==> config.mk <==
export PLATFORM = sky130hd
export DESIGN_NAME = mdu_iter
export DESIGN_NICKNAME = d
export VERILOG_FILES = /design/src/rtl/mdu_iter.sv
export SDC_FILE = /design/constraint.sdc
export NUM_CORES = 2
export LEC_CHECK = 0
export BUFFER_PORTS_ARGS = -buffer_cell sky130_fd_sc_hd__clkbuf_2
export CAP_MARGIN = 20
export CORE_UTILIZATION = 30
export DETAILED_ROUTE_END_ITERATION = 8
export HOLD_SLACK_MARGIN = 0.05
export MAX_ROUTING_LAYER = met4
export SETUP_SLACK_MARGIN = 0.05
export SLEW_MARGIN = 25
export SYNTH_ARGS = -nofsm -noshare
export SYNTH_HDL_FRONTEND = slang
export SYNTH_SLANG_ARGS = --single-unit
export TNS_END_PERCENT = 20
==> constraint.sdc <==
create_clock -name clk -period 9.5 [get_ports clk]
set_input_delay 2.85 -clock clk [delete_from_list [all_inputs] [get_ports clk]]
set_output_delay 2.85 -clock clk [all_outputs]
set_load 0.1 [all_outputs]
==> src/rtl/mdu_iter.sv <==
// Iterative MULT/MULTU/DIV/DIVU unit for the E stage; optional MDU_DIV0_FAST_EN finishes divide-by-zero early.
// Latency: multiply MUL_CYCLES cycles from accept to done, divide 34 cycles (1 cycle for b==0 with MDU_DIV0_FAST_EN).
// Backpressure: none accepted; busy stalls the pipeline from the accept cycle until the done cycle.
module mdu_iter #(
    parameter int MUL_CYCLES = 2,
    parameter int WIDTH      = 32
) (
    input  logic             clk,
    input  logic             resetn,
    input  logic             start,
    input  logic [1:0]       op,
    input  logic [WIDTH-1:0] a,
    input  logic [WIDTH-1:0] b,
    input  logic             flush,
    output logic             busy,
    output logic             done,
    output logic [WIDTH-1:0] hi,
    output logic [WIDTH-1:0] lo
);
    typedef enum logic [2:0] {IDLE, MUL, DIV, FIX, DONE} stateT;

    localparam logic [5:0] MUL_LAST = 6'(MUL_CYCLES - 1);
    localparam logic [5:0] DIV_LAST = 6'(WIDTH);

    stateT state, nextState;
    logic [5:0]       cnt;
    logic [WIDTH-1:0] aReg, bReg, magB, quoReg;
    logic [WIDTH:0]   remReg;
    logic             mulSgn, negQ, negR, bZero;

    logic             accept, div0Fast;
    logic [WIDTH-1:0] magAIn, magBIn, mulA, mulB, qFix, rFix;
    logic             mulSgnSel;
    logic [2*WIDTH-1:0] extA, extB, prod, divRes;
    logic [WIDTH:0]   shifted, remNext;
    logic             geq;

    assign accept = (state == IDLE) & start & ~flush;

`ifdef MDU_DIV0_FAST_EN
    assign div0Fast = op[1] & (b == '0);
`else
    assign div0Fast = 1'b0;
`endif

    // Operand magnitudes for the unsigned divide core (0x80000000 stays 0x80000000).
    assign magAIn = (~op[0] & a[WIDTH-1]) ? -a : a;
    assign magBIn = (~op[0] & b[WIDTH-1]) ? -b : b;

    // Product source: live inputs in the accept cycle (single-cycle multiply), latched operands afterwards.
    assign mulA      = (state == IDLE) ? a : aReg;
    assign mulB      = (state == IDLE) ? b : bReg;
    assign mulSgnSel = (state == IDLE) ? ~op[0] : mulSgn;
    assign extA      = {{WIDTH{mulSgnSel & mulA[WIDTH-1]}}, mulA};
    assign extB      = {{WIDTH{mulSgnSel & mulB[WIDTH-1]}}, mulB};
    assign prod      = extA * extB;

    // One restoring step: shift in the next dividend bit, subtract divisor when it fits.
    assign shifted = (remReg << 1) | {{WIDTH{1'b0}}, quoReg[WIDTH-1]};
    assign geq     = shifted >= {1'b0, magB};
    assign remNext = geq ? (shifted - {1'b0, magB}) : shifted;

    // Sign fix-up, with the forced result for a zero divisor.
    assign qFix   = negQ ? -quoReg : quoReg;
    assign rFix   = negR ? -remReg[WIDTH-1:0] : remReg[WIDTH-1:0];
    assign divRes = bZero ? {aReg, {WIDTH{1'b1}}} : {rFix, qFix};

    // State register.
    always_ff @(posedge clk or negedge resetn) begin
        if (!resetn) state <= IDLE;
        else         state <= nextState;
    end

    // Next-state, stall and completion decode.
    always_comb begin
        nextState = state;
        busy      = 1'b0;
        done      = 1'b0;
        case (state)
            IDLE: begin
                if (accept) begin
                    busy = 1'b1;
                    if (op[1])               nextState = div0Fast ? DONE : DIV;
                    else if (MUL_CYCLES == 1) nextState = DONE;
                    else                      nextState = MUL;
                end
            end
            MUL: begin
                busy = 1'b1;
                if (flush)                 nextState = IDLE;
                else if (cnt == MUL_LAST)  nextState = DONE;
            end
            DIV: begin
                busy = 1'b1;
                if (flush)                 nextState = IDLE;
                else if (cnt == DIV_LAST)  nextState = FIX;
            end
            FIX: begin
                busy      = 1'b1;
                nextState = flush ? IDLE : DONE;
            end
            DONE: begin
                done      = ~flush;
                nextState = IDLE;
            end
            default: nextState = IDLE;
        endcase
        if (!resetn) busy = 1'b0;
    end

    // Operand capture, cycle counter, divide iterations and result register.
    always_ff @(posedge clk or negedge resetn) begin
        if (!resetn) begin
            cnt    <= '0;
            aReg   <= '0;
            bReg   <= '0;
            magB   <= '0;
            quoReg <= '0;
            remReg <= '0;
            mulSgn <= 1'b0;
            negQ   <= 1'b0;
            negR   <= 1'b0;
            bZero  <= 1'b0;
            hi     <= '0;
            lo     <= '0;
        end else begin
            case (state)
                IDLE: begin
                    if (accept) begin
                        aReg   <= a;
                        bReg   <= b;
                        magB   <= magBIn;
                        quoReg <= magAIn;
                        remReg <= '0;
                        mulSgn <= ~op[0];
                        negQ   <= (op == 2'b10) & (a[WIDTH-1] ^ b[WIDTH-1]);
                        negR   <= (op == 2'b10) & a[WIDTH-1];
                        bZero  <= (b == '0);
                        cnt    <= 6'd1;
                    end
                end
                MUL: cnt <= (nextState == MUL) ? cnt + 6'd1 : 6'd0;
                DIV: begin
                    if (!flush) begin
                        remReg <= remNext;
                        quoReg <= {quoReg[WIDTH-2:0], geq};
                    end
                    cnt <= (nextState == DIV) ? cnt + 6'd1 : 6'd0;
                end
                default: cnt <= '0;
            endcase
            if (nextState == DONE && state != DONE) begin
                if (state == FIX)                     {hi, lo} <= divRes;
                else if (state == IDLE && op[1])      {hi, lo} <= {a, {WIDTH{1'b1}}};
                else                                  {hi, lo} <= prod;
            end
        end
    end
endmodule

==> flow_metrics.env <==
export IMPL_track_usage_pct=23.4
export IMPL_finalClockSkew_ns=0.0312
export IMPL_dp_hpwl_mm=170
export IMPL_met1_length_mm=86.3
export IMPL_area_growth_pct=25.6
export IMPL_syn_instance_count=6262
export IMPL_syn_area_um2=53000
export IMPL_ctsHtreeMaxLevel=1
export IMPL_top_layer="met4"
export IMPL_routabilityCongestion=0.995
export IMPL_num_fill_cells=17729
export IMPL_start_kind="input pin"
export IMPL_wl_met2_mm=93.8
export IMPL_clockBufferDepth=3
export IMPL_fin_crit_ns=10.09
export IMPL_async_reset_ff_share_pct=100
export IMPL_r2r_cells=36
export IMPL_ys_types=93
export IMPL_die_h_um=422
export IMPL_crit_required_ns=9.96
export IMPL_drt_iter0_markers=3948
export IMPL_setup_viol=40
export IMPL_violations="negative setup slack"
export IMPL_worstMarginPinSlew_ns=0.940
export IMPL_period_share_pct=106
export IMPL_critical_path_max_stage_delay_ns=0.54
export IMPL_crit_path_end_kind="flop"
export IMPL_yosys_register_bits=236
export IMPL_path_clk_slew_ns=0.06
export IMPL_grt_pass1_vias=47653
export IMPL_routed_wl_mm=204
export IMPL_synth_nets=7709
export IMPL_layout_common_cells="1290 x nand2_1, 1152 x inv_1, 1104 x fa_1, 755 x buf_4, 500 x nor2_1"
export IMPL_drive_above_1_share_pct=20.0
export IMPL_routed_via_density=4.96
export IMPL_grt_overflow=0
export IMPL_hold_ws_ns=0.477
export IMPL_wire_per_inst_um=21.8
export IMPL_hold_violations=0
export IMPL_synth_ff_type="dfrtp_1"
export IMPL_maxCapViolations=0
export IMPL_rows=153
export IMPL_critical_path_class="in -> reg"
export IMPL_synth_top_area_share_pct=42.6
export IMPL_grt_pass1_wl_mm=305
export IMPL_chipWidth_um=422
export IMPL_r2r_start="state[1]$_DFF_PN0_"
export IMPL_wl_met3_mm=14.8
export IMPL_reg2reg_slack_ns=0.39
export IMPL_clkLatencyLatePin_ns=0.60
export IMPL_cts_num_sinks=236
export IMPL_min_to="lo[7]$_DFFE_PN0P_"
export IMPL_worstHoldStart="lo[7]$_DFFE_PN0P_"
export IMPL_port_buffer_count=135
export IMPL_antenna_found_initial=4
export IMPL_yosysSeqAreaShare_pct=11.2
export IMPL_cts_tree="yes"
export IMPL_ant_nets=0
export IMPL_synth_largest_area_cell="fa_1"
export IMPL_dp_cells=9237
export IMPL_drv_slew=0
export IMPL_cp_arrival_ns=10.55
export IMPL_postCtsHoldBufs=0
export IMPL_status="complete, but fails checks"
export IMPL_layout_commonest_cell="nand2_1"
export IMPL_drc=0
export IMPL_hold_path_depth=1
export IMPL_fmax_mhz=99.1
export IMPL_crit_top_cell="fa_1"
export IMPL_io_pin_count=136
export IMPL_cts_buffers=29
export IMPL_timing_rr_end="hi[8]$_DFFE_PN0P_"
export IMPL_start_util_pct=30.3
export IMPL_fp_coreArea_um2=175000
export IMPL_path_max_fanout=4
export IMPL_synthTopCellsByArea="fa_1 43%, dfrtp_1 11%, nand2_1 9.3%"
export IMPL_fin_util_pct=38.1
export IMPL_synth_edff_count=0
export IMPL_place_ws_ns=-1.52
export IMPL_synth_warnings=0
export IMPL_setup_slack_ns=-0.588
export IMPL_crit_slowest_cell="fa_1"
export IMPL_rsz0062_at_grt="yes"
export IMPL_num_vias=46454
export IMPL_drt_pass1_iterations=6
export IMPL_syn_area_per_cell_um2=8.46
export IMPL_hold_path_class="reg -> reg"
export IMPL_fin_nets=8467
export IMPL_cts_root_buffer="clkbuf_16"
export IMPL_final_cells=9372
export IMPL_grt_max_degree=83
export IMPL_dieArea_um2=178000
export IMPL_maxSlewHeadroom_pct=37.3
## registers in the layout, summed over array words and instances (netlist names), 3 cells and up
signal / cells
hi: 32
aReg: 32
bReg: 32
quoReg: 32
magB: 31
state: 3
lo: 32
cnt: 6
remReg: 32
## stage by stage
step	TNS (ns)	cell area, um^2
global route	-22.55	66500
global placement	-50.33	63300
floorplan	-15.08	53300
CTS	-9.99	65600
finish	-13.59	66500
detailed placement	-53.11	63300
## cells in the mapped netlist (19+ instances only)
master       n
or3_1       27
o21ai_0    267
and3_1      24
nor2_1     524
inv_1     1186
a31oi_1     20
nor2b_1     19
clkbuf_1   286
fa_1      1126
nand2_1   1319
o21bai_1    19
ha_1       251
and2_1      23
a21o_1      44
o31ai_1     27
mux2i_1     70
nand4_1     23
o22ai_1     31
xnor2_1    130
a21oi_1    203
dfrtp_1    236
xor2_1      79
nand3_1     38
nor3_1      40
## area by class of cell
cell class / instances / area [um^2] / share of cell area [%]
clock buffer: 40 / 837 / 1.26
antenna: 4 / 10.0 / 0.0150
sequential: 236 / 5910 / 8.88
clock inverter: 14 / 201 / 0.303
inverter: 1188 / 4470 / 6.72
multi-input combinational: 4518 / 42900 / 64.5
timing repair buffer: 1047 / 9290 / 14.0
tap: 2325 / 2910 / 4.37
## metal layers
| layer | track usage (%) | vias up |
|---|---|---|
| li1 | - | 20509 |
| met1 | 31.1 | 23862 |
| met2 | 36.5 | 1702 |
| met3 | 3.15 | 381 |
| met4 | 8.05 | 0 |
| met5 | - | - |
## timing repair
action | 4_1_cts | 5_1_grt
resized for setup | 217 | 126
gates cloned | 2 | 4
endpoints found under the setup margin | 43 | 45
setup buffers | 31 | 40
hold endpoints to repair | 0 | 0
pin swaps | 117 | 85
## kinds of logic after synthesis
logic type / count (synthesis) / share of synthesized area (%)
compound gates: 752 / 8.60
xor+xnor: 209 / 3.46
fa+ha+maj: 1377 / 48.5
buf+inv: 1508 / 10.7
flops: 236 / 11.2
mux: 72 / 1.37
simple gates: 2108 / 16.2
## worst max-delay path by stage
stage	from	to	slack, ns
global placement	b[4]	hi[11]$_DFFE_PN0P_	-1.51
detailed placement	op[0]	hi[8]$_DFFE_PN0P_	-1.52
finish	b[0]	hi[5]$_DFFE_PN0P_	-0.59
global route	a[16]	hi[28]$_DFFE_PN0P_	-0.74
CTS	a[31]	hi[31]$_DFFE_PN0P_	-0.49
floorplan	b[2]	hi[28]$_DFFE_PN0P_	-0.73
## critical path, delay by kind of cell
kind | cells | cell delay (ns)
adder cells (fa/ha/maj) | 9 | 4.26
buffers and inverters | 14 | 1.43
AND/OR/NAND/NOR | 6 | 0.90
AO/OA/AOI/OAI | 3 | 0.55
XOR/XNOR | 1 | 0.30
multiplexers | 1 | 0.23
Power is left out: the tool's default activity adds up to more than one toggle a clock period on the data nets, which glitch-free logic cannot reach.
